$ cat src/rtl/gray_codec_unit_if.sv
// Request/response bundle for the Gray codec: operand/mode in, result/status out.
interface gray_codec_unit_if #(
    parameter int unsigned WIDTH = 4
);
    logic [1:0]       mode;
    logic             in_valid;
    logic [WIDTH-1:0] in_data;
    logic             cnt_en;
    logic             out_valid;
    logic [WIDTH-1:0] out_data;
    logic             wrap;
    logic             busy;

    modport master (
        output mode, in_valid, in_data, cnt_en,
        input  out_valid, out_data, wrap, busy
    );

    modport slave (
        input  mode, in_valid, in_data, cnt_en,
        output out_valid, out_data, wrap, busy
    );
endinterface

$ cat src/rtl/gray_codec_unit.sv
// Registered binary<->Gray converter with a prescaled Gray up/down counter.
// Conversions run through a 2-stage pipeline and always win the output
// register; a counter step that collides with one is held off a cycle.
module gray_codec_unit #(
    parameter int unsigned WIDTH    = 4,
    parameter int unsigned TICK_DIV = 50_000_000
) (
    input logic               clk,
    input logic               rst,
    gray_codec_unit_if.slave  bus
);
    localparam int unsigned PW        = (TICK_DIV > 1) ? $clog2(TICK_DIV) : 1;
    localparam logic [PW-1:0] PRESC_MAX = PW'(TICK_DIV - 1);

    function automatic logic [WIDTH-1:0] bin2gray(input logic [WIDTH-1:0] b);
        return b ^ (b >> 1);
    endfunction

    function automatic logic [WIDTH-1:0] gray2bin(input logic [WIDTH-1:0] g);
        logic [WIDTH-1:0] b;
        b[WIDTH-1] = g[WIDTH-1];
        for (int i = int'(WIDTH) - 2; i >= 0; i--) begin
            b[i] = b[i+1] ^ g[i];
        end
        return b;
    endfunction

    // Pipeline, counter and output registers
    logic             s1_v_q,  s1_v_d;
    logic [WIDTH-1:0] s1_data_q, s1_data_d;
    logic             s1_dir_q, s1_dir_d;
    logic             s2_v_q,  s2_v_d;
    logic [WIDTH-1:0] cnt_q,   cnt_d;
    logic [PW-1:0]    presc_q, presc_d;
    logic             pend_q,  pend_d;
    logic             out_valid_q, out_valid_d;
    logic [WIDTH-1:0] out_data_q,  out_data_d;
    logic             wrap_q,  wrap_d;
    logic             busy_q,  busy_d;

    logic             is_cnt_c;
    logic             count_up_c;
    logic             load_c;
    logic             step_due_c;
    logic             step_c;
    logic             wrap_c;
    logic [WIDTH-1:0] conv_res_c;

    // Next-state for pipeline, prescaler, counter and output register
    always_comb begin
        s1_v_d      = bus.in_valid & ~bus.mode[1];
        s1_data_d   = bus.in_data;
        s1_dir_d    = bus.mode[0];
        s2_v_d      = s1_v_q;
        busy_d      = s1_v_d | s2_v_d;
        cnt_d       = cnt_q;
        presc_d     = presc_q;
        pend_d      = pend_q;
        out_valid_d = 1'b0;
        out_data_d  = out_data_q;
        wrap_d      = 1'b0;

        is_cnt_c    = bus.mode[1];
        count_up_c  = ~bus.mode[0];
        load_c      = is_cnt_c & bus.in_valid;
        step_due_c  = is_cnt_c & bus.cnt_en & (presc_q == PRESC_MAX);
        step_c      = step_due_c & ~load_c & ~s1_v_q;
        wrap_c      = count_up_c ? (cnt_q == {WIDTH{1'b1}}) : (cnt_q == {WIDTH{1'b0}});
        conv_res_c  = s1_dir_q ? gray2bin(s1_data_q) : bin2gray(s1_data_q);

        // Prescaler and count register; a blocked step keeps the prescaler at its terminal value
        if (!is_cnt_c) begin
            presc_d = '0;
        end else if (load_c) begin
            cnt_d   = bus.in_data;
            presc_d = '0;
        end else if (step_c) begin
            cnt_d   = count_up_c ? cnt_q + WIDTH'(1) : cnt_q - WIDTH'(1);
            presc_d = '0;
        end else if (bus.cnt_en && !step_due_c) begin
            presc_d = presc_q + PW'(1);
        end

        // Output arbitration: conversion first, then load/step/pending counter display
        if (s1_v_q) begin
            out_valid_d = 1'b1;
            out_data_d  = conv_res_c;
            if (load_c) begin
                pend_d = 1'b1;
            end
        end else if (load_c || step_c || pend_q) begin
            out_valid_d = 1'b1;
            out_data_d  = bin2gray(cnt_d);
            wrap_d      = step_c & wrap_c;
            pend_d      = 1'b0;
        end
    end

    // State registers with synchronous reset
    always_ff @(posedge clk) begin
        if (rst) begin
            s1_v_q      <= 1'b0;
            s1_data_q   <= '0;
            s1_dir_q    <= 1'b0;
            s2_v_q      <= 1'b0;
            cnt_q       <= '0;
            presc_q     <= '0;
            pend_q      <= 1'b0;
            out_valid_q <= 1'b0;
            out_data_q  <= '0;
            wrap_q      <= 1'b0;
            busy_q      <= 1'b0;
        end else begin
            s1_v_q      <= s1_v_d;
            s1_data_q   <= s1_data_d;
            s1_dir_q    <= s1_dir_d;
            s2_v_q      <= s2_v_d;
            cnt_q       <= cnt_d;
            presc_q     <= presc_d;
            pend_q      <= pend_d;
            out_valid_q <= out_valid_d;
            out_data_q  <= out_data_d;
            wrap_q      <= wrap_d;
            busy_q      <= busy_d;
        end
    end

    assign bus.out_valid = out_valid_q;
    assign bus.out_data  = out_data_q;
    assign bus.wrap      = wrap_q;
    assign bus.busy      = busy_q;
endmodule

$ cat src/flat_wrapper.sv
// flat-port wrapper written by rule: the top's interface ports become plain ports
module gray_codec_unit_flat 
#(
    parameter int unsigned WIDTH    = 4,
    parameter int unsigned TICK_DIV = 50_000_000
)
  (clk, rst, bus_mode, bus_in_valid, bus_in_data, bus_cnt_en, bus_out_valid, bus_out_data, bus_wrap, bus_busy);
  gray_codec_unit_if #(.WIDTH(WIDTH)) bus_i ();
  input logic clk;
  input logic rst;
  input wire logic [$bits(bus_i.mode)-1:0] bus_mode;
  input wire logic [$bits(bus_i.in_valid)-1:0] bus_in_valid;
  input wire logic [$bits(bus_i.in_data)-1:0] bus_in_data;
  input wire logic [$bits(bus_i.cnt_en)-1:0] bus_cnt_en;
  output wire logic [$bits(bus_i.out_valid)-1:0] bus_out_valid;
  output wire logic [$bits(bus_i.out_data)-1:0] bus_out_data;
  output wire logic [$bits(bus_i.wrap)-1:0] bus_wrap;
  output wire logic [$bits(bus_i.busy)-1:0] bus_busy;
  assign bus_i.mode = bus_mode;
  assign bus_i.in_valid = bus_in_valid;
  assign bus_i.in_data = bus_in_data;
  assign bus_i.cnt_en = bus_cnt_en;
  assign bus_out_valid = bus_i.out_valid;
  assign bus_out_data = bus_i.out_data;
  assign bus_wrap = bus_i.wrap;
  assign bus_busy = bus_i.busy;
  gray_codec_unit #(.WIDTH(WIDTH), .TICK_DIV(TICK_DIV)) u_core (.clk(clk), .rst(rst), .bus(bus_i));
endmodule
$ cat config.mk
export PLATFORM = sky130hd
export DESIGN_NAME = gray_codec_unit_flat
export DESIGN_NICKNAME = d
export VERILOG_FILES = /design/src/rtl/gray_codec_unit_if.sv /design/src/rtl/gray_codec_unit.sv /design/src/flat_wrapper.sv
export SDC_FILE = /design/constraint.sdc
export NUM_CORES = 1
export LEC_CHECK = 0
export ABC_AREA = 1
export BUFFER_PORTS_ARGS = -buffer_cell sky130_fd_sc_hd__buf_2
export CAP_MARGIN = 0
export CELL_PAD_IN_SITES_DETAIL_PLACEMENT = 0
export CELL_PAD_IN_SITES_GLOBAL_PLACEMENT = 1
export CORE_MARGIN = 3
export CORE_UTILIZATION = 47
export CTS_CLUSTER_DIAMETER = 60
export CTS_CLUSTER_SIZE = 16
export DETAILED_ROUTE_END_ITERATION = 12
export PLACE_DENSITY_LB_ADDON = 0.1
export SYNTH_ARGS = -nofsm -noshare
export SYNTH_HDL_FRONTEND = slang
export SYNTH_SLANG_ARGS = --single-unit
$ cat constraint.sdc
create_clock -name clk -period 4 [get_ports clk]
set_clock_uncertainty 0.2 [all_clocks]
set_input_delay 1.2 -clock clk [delete_from_list [all_inputs] [get_ports clk]]
set_output_delay 1.2 -clock clk [all_outputs]
set_load 0.005 [all_outputs]
# Word-level counts from Yosys, hierarchy flattened
# Index checks and enable logic that the tools add are counted.
dict set report op_classes {
  n_addsub 3
  n_eq_ne 3
  mux 13
  bitwise_logic 17
  reduce_logical 9
}
# op count
set ops {}
lappend ops {{4-bit 2-to-1 mux} 7}
lappend ops {{26-bit by 1-bit adder with 26-bit output, second input constant} 1}
lappend ops {{26-bit == test, second input constant} 1}
lappend ops {{4-bit by 3-bit bitwise XOR with 4-bit output} 2}
lappend ops {{1-bit AND} 7}
lappend ops {{1-bit 2-to-1 mux} 6}
lappend ops {{4-bit by 1-bit adder with 4-bit output, second input constant} 1}
lappend ops {{4-bit == test, second input constant} 1}
lappend ops {{4-bit zero test} 1}
lappend ops {{1-bit inverter} 4}
lappend ops {{4-bit OR reduction} 1}
lappend ops {{4-bit by 1-bit subtractor with 4-bit output, second input constant} 1}
lappend ops {{3-bit OR reduction} 1}
lappend ops {{1-bit bitwise XOR} 3}
lappend ops {{1-bit logical OR} 2}
lappend ops {{2-bit != test, second input constant} 1}
lappend ops {{2-bit AND reduction} 1}
lappend ops {{2-bit nonzero test} 1}
lappend ops {{1-bit logical AND} 1}
lappend ops {{1-bit zero test} 1}
lappend ops {{1-bit bitwise OR} 1}
dict set report totals {
  regBits 44
  in_bits 10
  output_inout_bits 7
  wordCells 55
}

# Longest topological paths before layout
# Gate-level depths: netlist of the first run.
dict set report depth {
  ltp_word 10
  ltp_mapped 15
  mapped_depth_nobuf 15
}

# Least setup slack after synthesis of the first run
# No wires, ideal clock.
dict set report synth_timing {
  path_type {input to register}
  startpoint {in bus_mode[0]}
  endpoint {reg u_core.out_data_q[2] (netlist: u_core.bus.out_data[2])}
  setup_ns 0.071
  arrival_ns 2.339
  required_time_ns 3.729
  slack_ns 1.390
  stages 11
  path_buffers 0
  path_cell_list {ha_1 > a21oi_1 > nand2_1 > nand2_1 > nand2_1 > nand3b_1 > nand3_1 > nand2_1 > nand3_1 > nand3_1 > a21oi_1}
}
dict set report synth_between {
  elab_chain_cells 7
}
# element line
set synth_lines {}
lappend synth_lines {{from (decl)} flat_wrapper.sv:11} ;# input wire logic [$bits(bus_i.mode)-1:0] bus_mode;
lappend synth_lines {{4-bit 2-to-1 mux} gray_codec_unit.sv:78} ;# cnt_d = count_up_c ? cnt_q + WIDTH'(1) : cnt_q - WIDTH'(1);
lappend synth_lines {{4-bit 2-to-1 mux} gray_codec_unit.sv:77} ;# end else if (step_c) begin
lappend synth_lines {{4-bit 2-to-1 mux} gray_codec_unit.sv:74} ;# end else if (load_c) begin
lappend synth_lines {{4-bit 2-to-1 mux} gray_codec_unit.sv:72} ;# if (!is_cnt_c) begin
lappend synth_lines {{4-bit by 3-bit bitwise XOR with 4-bit output} gray_codec_unit.sv:16} ;# return b ^ (b >> 1);
lappend synth_lines {{4-bit 2-to-1 mux} gray_codec_unit.sv:91} ;# end else if (load_c || step_c || pend_q) begin
lappend synth_lines {{4-bit 2-to-1 mux} gray_codec_unit.sv:85} ;# if (s1_v_q) begin
lappend synth_lines {{to (signal assigned)} gray_codec_unit.sv:122} ;# out_data_q <= out_data_d;
lappend synth_lines {{to (decl)} gray_codec_unit.sv:37} ;# logic [WIDTH-1:0] out_data_q, out_data_d;
# No other way between the ends. The select of a mux whose other input is x is not followed.
# A chain may end at the register's enable or synchronous reset.

# Final worst setup path of the first run
dict set report layout_timing {
  startpoint {in bus_mode[1]}
  endpoint {reg u_core.presc_q[2]}
}
dict set report layout_between {
  elab_chain_cells 5
  elab_cells_between_ends 10
  cone_classes {bitwise (7); reduce/logical (3)}
}
# element line
set layout_lines {}
lappend layout_lines {{1-bit AND (on tied branches)} {gray_codec_unit.sv:66, gray_codec_unit.sv:65}}
lappend layout_lines {{1-bit AND / 1-bit inverter (equally long branches)} {gray_codec_unit.sv:66, gray_codec_unit.sv:67}}
lappend layout_lines {{1-bit AND (2 in series)} gray_codec_unit.sv:67} ;# step_c = step_due_c & ~load_c & ~s1_v_q;
lappend layout_lines {{4-bit OR reduction (no source line)} n/a}
lappend layout_lines {{to (signal assigned)} gray_codec_unit.sv:119} ;# presc_q <= presc_d;
lappend layout_lines {{to (decl)} gray_codec_unit.sv:34} ;# logic [PW-1:0] presc_q, presc_d;
# Several ways; a longest one is shown, not always the timed one.

==> impl_metrics.json, run 1 <==
{
  "status": "completed",
  "fmax_mhz": 353,
  "die_x_um": 80.6,
  "finalHoldViolations": 0,
  "gp_congestion": 0.847,
  "synth_top_cell_area_share": 0.337,
  "place_hpwl_um": 4620,
  "core_um2": 5240,
  "avgViaCountPerCell": 5.01,
  "syn_area_per_cell_um2": 7.08,
  "drt_iter0_drc": 153,
  "ys_types": 39,
  "crit_arrival_ns": 2.87,
  "grt_pass1_wl_um": 10100,
  "initial_core_util": 0.499,
  "postPlaceCellArea_um2": 2750,
  "rows": 26,
  "grt_antenna_before_repair": 0,
  "io_buffers": 16,
  "fin_tns_setup_ns": 0,
  "worstPathRequired_ns": 4.03,
  "cts.htree.levels": 2,
  "ir_worst_vdd_uv": 185,
  "tightest_slew_ns": 0.566,
  "regArea_um2": 881,
  "setup_viol": 0,
  "final_cell_mix": "nand2_1, inv_1, dfxtp_1",
  "synth_ff_type": "dfxtp_1",
  "fin_crit_ns": 2.84,
  "stdcell_area_um2": 2900,
  "layout-drive-gt1-share": 0.175,
  "clock_latency_ns": 0.30,
  "overflow": 0,
  "dieArea_um2": 6490,
  "p_per_area_nw_per_um2": 349,
  "cts_sinks": 44,
  "routed_wl_um": 5870,
  "ys_warn_count": 0,
  "yosysSeqAreaShare": 0.337,
  "syn_nets": 383,
  "finish.utilization": 0.554,
  "rsz0062_at_grt": "no",
  "start_kind": "primary input",
  "grt_max_degree": 18,
  "clock-root-buffer": "clkbuf_8",
  "multiInputGateArea_um2": 1470,
  "cts_tree": "built",
  "grt_pass1_vias": 2081,
  "synth_top_area_cell": "dfxtp_1",
  "vias": 2295,
  "avgRoutedWirePerCell_um": 12.8,
  "die_h_um": 80.6,
  "drv_cap": 0,
  "criticalPathCategory": "primary input to register",
  "drt_pre_antenna_iters": 4,
  "cts-hold-fix-buffers": 0,
  "slew-limit-headroom": 0.622,
  "total_power_w": 0.00101,
  "synth_edf_count": 0,
  "clockBufferDepth": 2,
  "num_io_pins": 17,
  "cts_resized": 0,
  "min_path_type": "register to register",
  "syn_area_um2": 2610,
  "fin_crit_sh": 0.709,
  "n_antenna_cell": 0,
  "post_cts_buffers": 0,
  "leakage_nw": 1.20,
  "synth_cells": 369,
  "grt_use_total": 0.202,
  "nNetsFinal": 401,
  "layout.cells.non_filler": 458,
  "drc": 0,
  "numCtsBuffers": 5,
  "syn2layout_area_growth_pct": 11.1,
  "synthArstFlopShare": 0,
  "ys_top_cells_by_area": "dfxtp_1, nand2_1, inv_1, a21oi_1, nor2_1",
  "post-place-cells": 450,
  "end_kind": "register",
  "clkTransAtPathRegs_ns": 0.08,
  "num-fill-cells": 529,
  "layout_commonest_cell": "nand2_1",
  "ys_ff_latch": 44,
  "ant_nets": 0,
  "slew_violations": 0,
  "worstPathMaxFanout": 17
}
report_power, final:
group / switching [W] / internal, W
logic: 0.0000564 / 0.0000312
registers: 0.00000837 / 0.000448
clock network: 0.000158 / 0.000312
total: 0.000223 / 0.000792
state kept, by name, summed over array words and instances, names as in the netlist:
name,count
u_core.bus.out_valid,1
u_core.bus.busy,1
u_core.s1_dir_q,1
u_core.cnt_q,4
u_core.s1_data_q,4
u_core.pend_q,1
u_core.bus.out_data,4
u_core.s1_v_q,1
u_core.presc_q,26
u_core.bus.wrap,1
layout make-up:
class | count | share of cell area
Clock buffer | 5 | 0.0237
Clock inverter | 3 | 0.0310
Inverter | 56 | 0.0776
Multi-Input combinational cell | 264 | 0.507
Sequential cell | 44 | 0.303
Tap cell | 70 | 0.0302
Timing Repair Buffer | 16 | 0.0276
worst paths after layout:
path | end | cells past startpoint | start | slack (ns)
min reg2reg | u_core.presc_q[1] | 2 | u_core.presc_q[1] | 0.29
max | u_core.presc_q[2] | 9 | bus_mode[1] | 1.16
min | u_core.presc_q[1] | 2 | u_core.presc_q[1] | 0.29
max reg2reg | u_core.presc_q[2] | 10 | u_core.presc_q[0] | 1.59
metal layers:
layer  track usage  vias to the layer above  share of wire
met4        0.0456                        0         0.0087
li1              -                     1232              -
met2         0.280                       36           0.40
met1         0.315                     1023           0.55
met3        0.0381                        4          0.044
met5             0                        -              0
synth_stat cells (2+ instances only):
library cell / n
nand2_1: 73
inv_1: 48
dfxtp_1: 44
nor2_1: 37
a21oi_1: 29
nand3_1: 26
nor3_1: 15
nand2_2: 11
o21ai_0: 11
nand4_1: 7
xor2_1: 7
inv_2: 6
nor2_2: 5
nor2_4: 5
a31oi_1: 4
nor4_1: 4
o21a_1: 4
clkbuf_1: 3
ha_1: 3
xnor2_1: 3
inv_8: 2
nand3_2: 2
nor2_8: 2
nor3_2: 2
nor3b_2: 2
critical path, stage by stage:
cell and delay [ns]:
buf_2 0.13, nand2_2 0.13, inv_2 0.11, nor2_2 0.08
nand3_4 0.15, nand4_2 0.45, inv_2 0.35, o21ai_0 0.13
a21oi_1 0.12
metrics by stage:
step           hold slack, ns  setup WS [ns]
2_1_floorplan           0.252           1.39
6_report                0.291           1.16
4_1_cts                 0.293           1.13
5_1_grt                 0.325          0.956
3_5_place_dp            0.281          0.824
3_3_place_gp            0.281          0.836
cell families (layout without fill, tap and decap cells):
| kind of cell | count (synthesis) | after routing | share of synthesized area |
|---|---|---|---|
| AOI/OAI and AO/OA | 51 | 51 | 0.106 |
| DFF | 44 | 44 | 0.337 |
| and+or+nand+nor | 199 | 199 | 0.401 |
| adders and majority gates | 4 | 4 | 0.0220 |
| buffers and inverters | 61 | 80 | 0.100 |
| xor gates and xnor gates | 10 | 10 | 0.0335 |
(Power assumes the default switching activity.)
==> run 2, diff against run 1 <==
CORE_UTILIZATION = 40   (was 47)
clock period = 2.3 ns   (was 4 ns; I/O delays follow)
==> run 2 against run 1 <==
  * Cell area grew 4.2%
  * Combinational power grew 100%
  * Wire length grew 3.1%
  * Highest routed layer unchanged
  * Clock-buffer cell count is the same
  * Clock power grew 32%
  * Critical endpoint is now u_core.bus.out_data[0]
  * Flip-flop and latch count is the same
  * Worst setup slack lost 0.94 ns
  * Non-clock buffer count grew 17
  * Final cell count grew 4.8%
  * Register-to-register slack lost 1.4 ns
  * Worst hold slack lost 0.0069 ns
==> impl_metrics.json, run 2 (synthesis gave the netlist of run 1 again) <==
{
  "ir_worst_vdd_uv": 412,
  "numCtsBuffers": 5,
  "final_cell_mix": "nand2_1, inv_1, dfxtp_1",
  "num_io_pins": 17,
  "drv_cap": 0,
  "criticalPathCategory": "register to register",
  "finalHoldViolations": 0,
  "io_buffers": 16,
  "post_cts_buffers": 0,
  "syn2layout_area_growth_pct": 15.7,
  "start_kind": "register",
  "clkTransAtPathRegs_ns": 0.09,
  "hold_end": "u_core.presc_q[14]",
  "layout_commonest_cell": "nand2_1",
  "cts.htree.levels": 2,
  "num-fill-cells": 642,
  "rows": 28,
  "ant_nets": 0,
  "grt_pass1_wl_um": 10200,
  "fin_hold_ws_ns": 0.285,
  "worstPathMaxFanout": 9,
  "timing.rr.start": "u_core.presc_q[0]",
  "avgRoutedWirePerCell_um": 12.6,
  "postPlaceCellArea_um2": 2900,
  "fin_crit_sh": 0.904,
  "worstHoldStart": "u_core.presc_q[14]",
  "grt_use_total": 0.170,
  "layout.cells.non_filler": 480,
  "largest_reg_flops": 26,
  "tightest_slew_ns": 0.302,
  "crit_arrival_ns": 2.11,
  "drt_iter0_drc": 146,
  "core_um2": 6130,
  "clock_latency_ns": 0.30,
  "overflow": 0,
  "die_x_um": 86.8,
  "status": "completed",
  "initial_core_util": 0.426,
  "clock-root-buffer": "clkbuf_8",
  "gp_congestion": 0.857,
  "cts_sinks": 44,
  "routed_wl_um": 6060,
  "leakage_nw": 1.26,
  "slew_violations": 0,
  "min_path_type": "register to register",
  "grt_pass1_vias": 2106,
  "layout-drive-gt1-share": 0.217,
  "r2r_slack_ns": 0.22,
  "vias": 2378,
  "end_kind": "register",
  "grt_max_degree": 17,
  "post-place-cells": 472,
  "grt_antenna_before_repair": 0,
  "die_h_um": 86.8,
  "worstRegToRegCells": 13,
  "avgViaCountPerCell": 4.95,
  "p_per_area_nw_per_um2": 526,
  "dieArea_um2": 7540,
  "fin_crit_ns": 2.08,
  "whs_path_depth": 2,
  "fmax_mhz": 481,
  "rsz0062_at_grt": "no",
  "slowest_delay_ns": 0.37,
  "nNetsFinal": 418,
  "cp_cell_sequence": "ha_2, nand3_2, inv_1, nand2_2, nor2_4, nand3_4, nand2_1, nand3_1, nand2_2, inv_2, nand2_1, nand3_1, a21oi_1",
  "drt_pre_antenna_iters": 4,
  "n_antenna_cell": 0,
  "slew-limit-headroom": 0.797,
  "stdcell_area_um2": 3030,
  "cp_slowest_cell": "dfxtp_2",
  "place_hpwl_um": 4820,
  "worstPathRequired_ns": 2.33,
  "cts_tree": "built",
  "regMostFlops": "u_core.presc_q",
  "reg2reg_to": "u_core.bus.out_data[0]",
  "setup_viol": 0,
  "clockBufferDepth": 2,
  "drc": 0
}
run 2: cell count changes in the layout (fill, tap and decap cells not counted), sizes merged:
cell      delta
bufinv       -2
inv          +1
buf         +17
clkinvlp     +1
run 2: worst max-delay path: cells and delay by family, from the launching register on:
family	cells	cell delay, ns
and+or+nand+nor	9	0.95
DFF	1	0.37
adders and majority gates	1	0.21
buffers and inverters	2	0.15
AOI/OAI and AO/OA	1	0.14
run 2: power by group:
part | total (W) | switching [W] | internal, W
Sequential | 0.000796 | 0.0000160 | 0.000780
Combinational | 0.000178 | 0.000102 | 0.0000766
Clock | 0.000619 | 0.000291 | 0.000328
run 2: worst max path at each step:
stage                                 start                     end  cells after the start
final                     u_core.presc_q[0]  u_core.bus.out_data[0]                     13
after global routing      u_core.presc_q[1]  u_core.bus.out_data[0]                     15
after CTS                 u_core.presc_q[0]  u_core.bus.out_data[0]                     15
after detailed placement        bus_mode[0]  u_core.bus.out_data[2]                     12
after global placement          bus_mode[0]  u_core.bus.out_data[2]                     12
after floorplan                 bus_mode[0]  u_core.bus.out_data[2]                     11
run 2: timing repair:
item / CTS / global route
endpoints found under the setup margin: 0 / 2
resized for setup: 0 / 3
hold buffers: 0 / 0
hold endpoints to repair: 0 / 0
run 2: layer usage:
layer  up-vias  share of wire  global-route usage
li1       1271              -                   -
met1      1069           0.56               0.278
met5         -              0                   0
met4         0         0.0063              0.0340
met3         4          0.031              0.0285
met2        34           0.40               0.229
run 2: cell type report:
| cell class | count | area [µm²] | share of cell area |
|---|---|---|---|
| Inverter | 56 | 225 | 0.0744 |
| Clock inverter | 3 | 46.3 | 0.0153 |
| Sequential cell | 44 | 882 | 0.292 |
| Timing Repair Buffer | 33 | 233 | 0.0769 |
| Clock buffer | 5 | 68.8 | 0.0227 |
| Tap cell | 75 | 93.8 | 0.0310 |
| Multi-Input combinational cell | 264 | 1480 | 0.488 |
run 2: stage by stage:
step                setup WS [ns]  utilization  total power [W]  TNS, ns
floorplan                   0.200            -         0.000920        0
global placement          -0.0221        0.474         0.000993  -0.0414
detailed placement        -0.0743        0.474         0.000992   -0.132
CTS                         0.143        0.492          0.00161        0
global route               0.0104        0.493          0.00166        0
finish                      0.220        0.493          0.00159        0
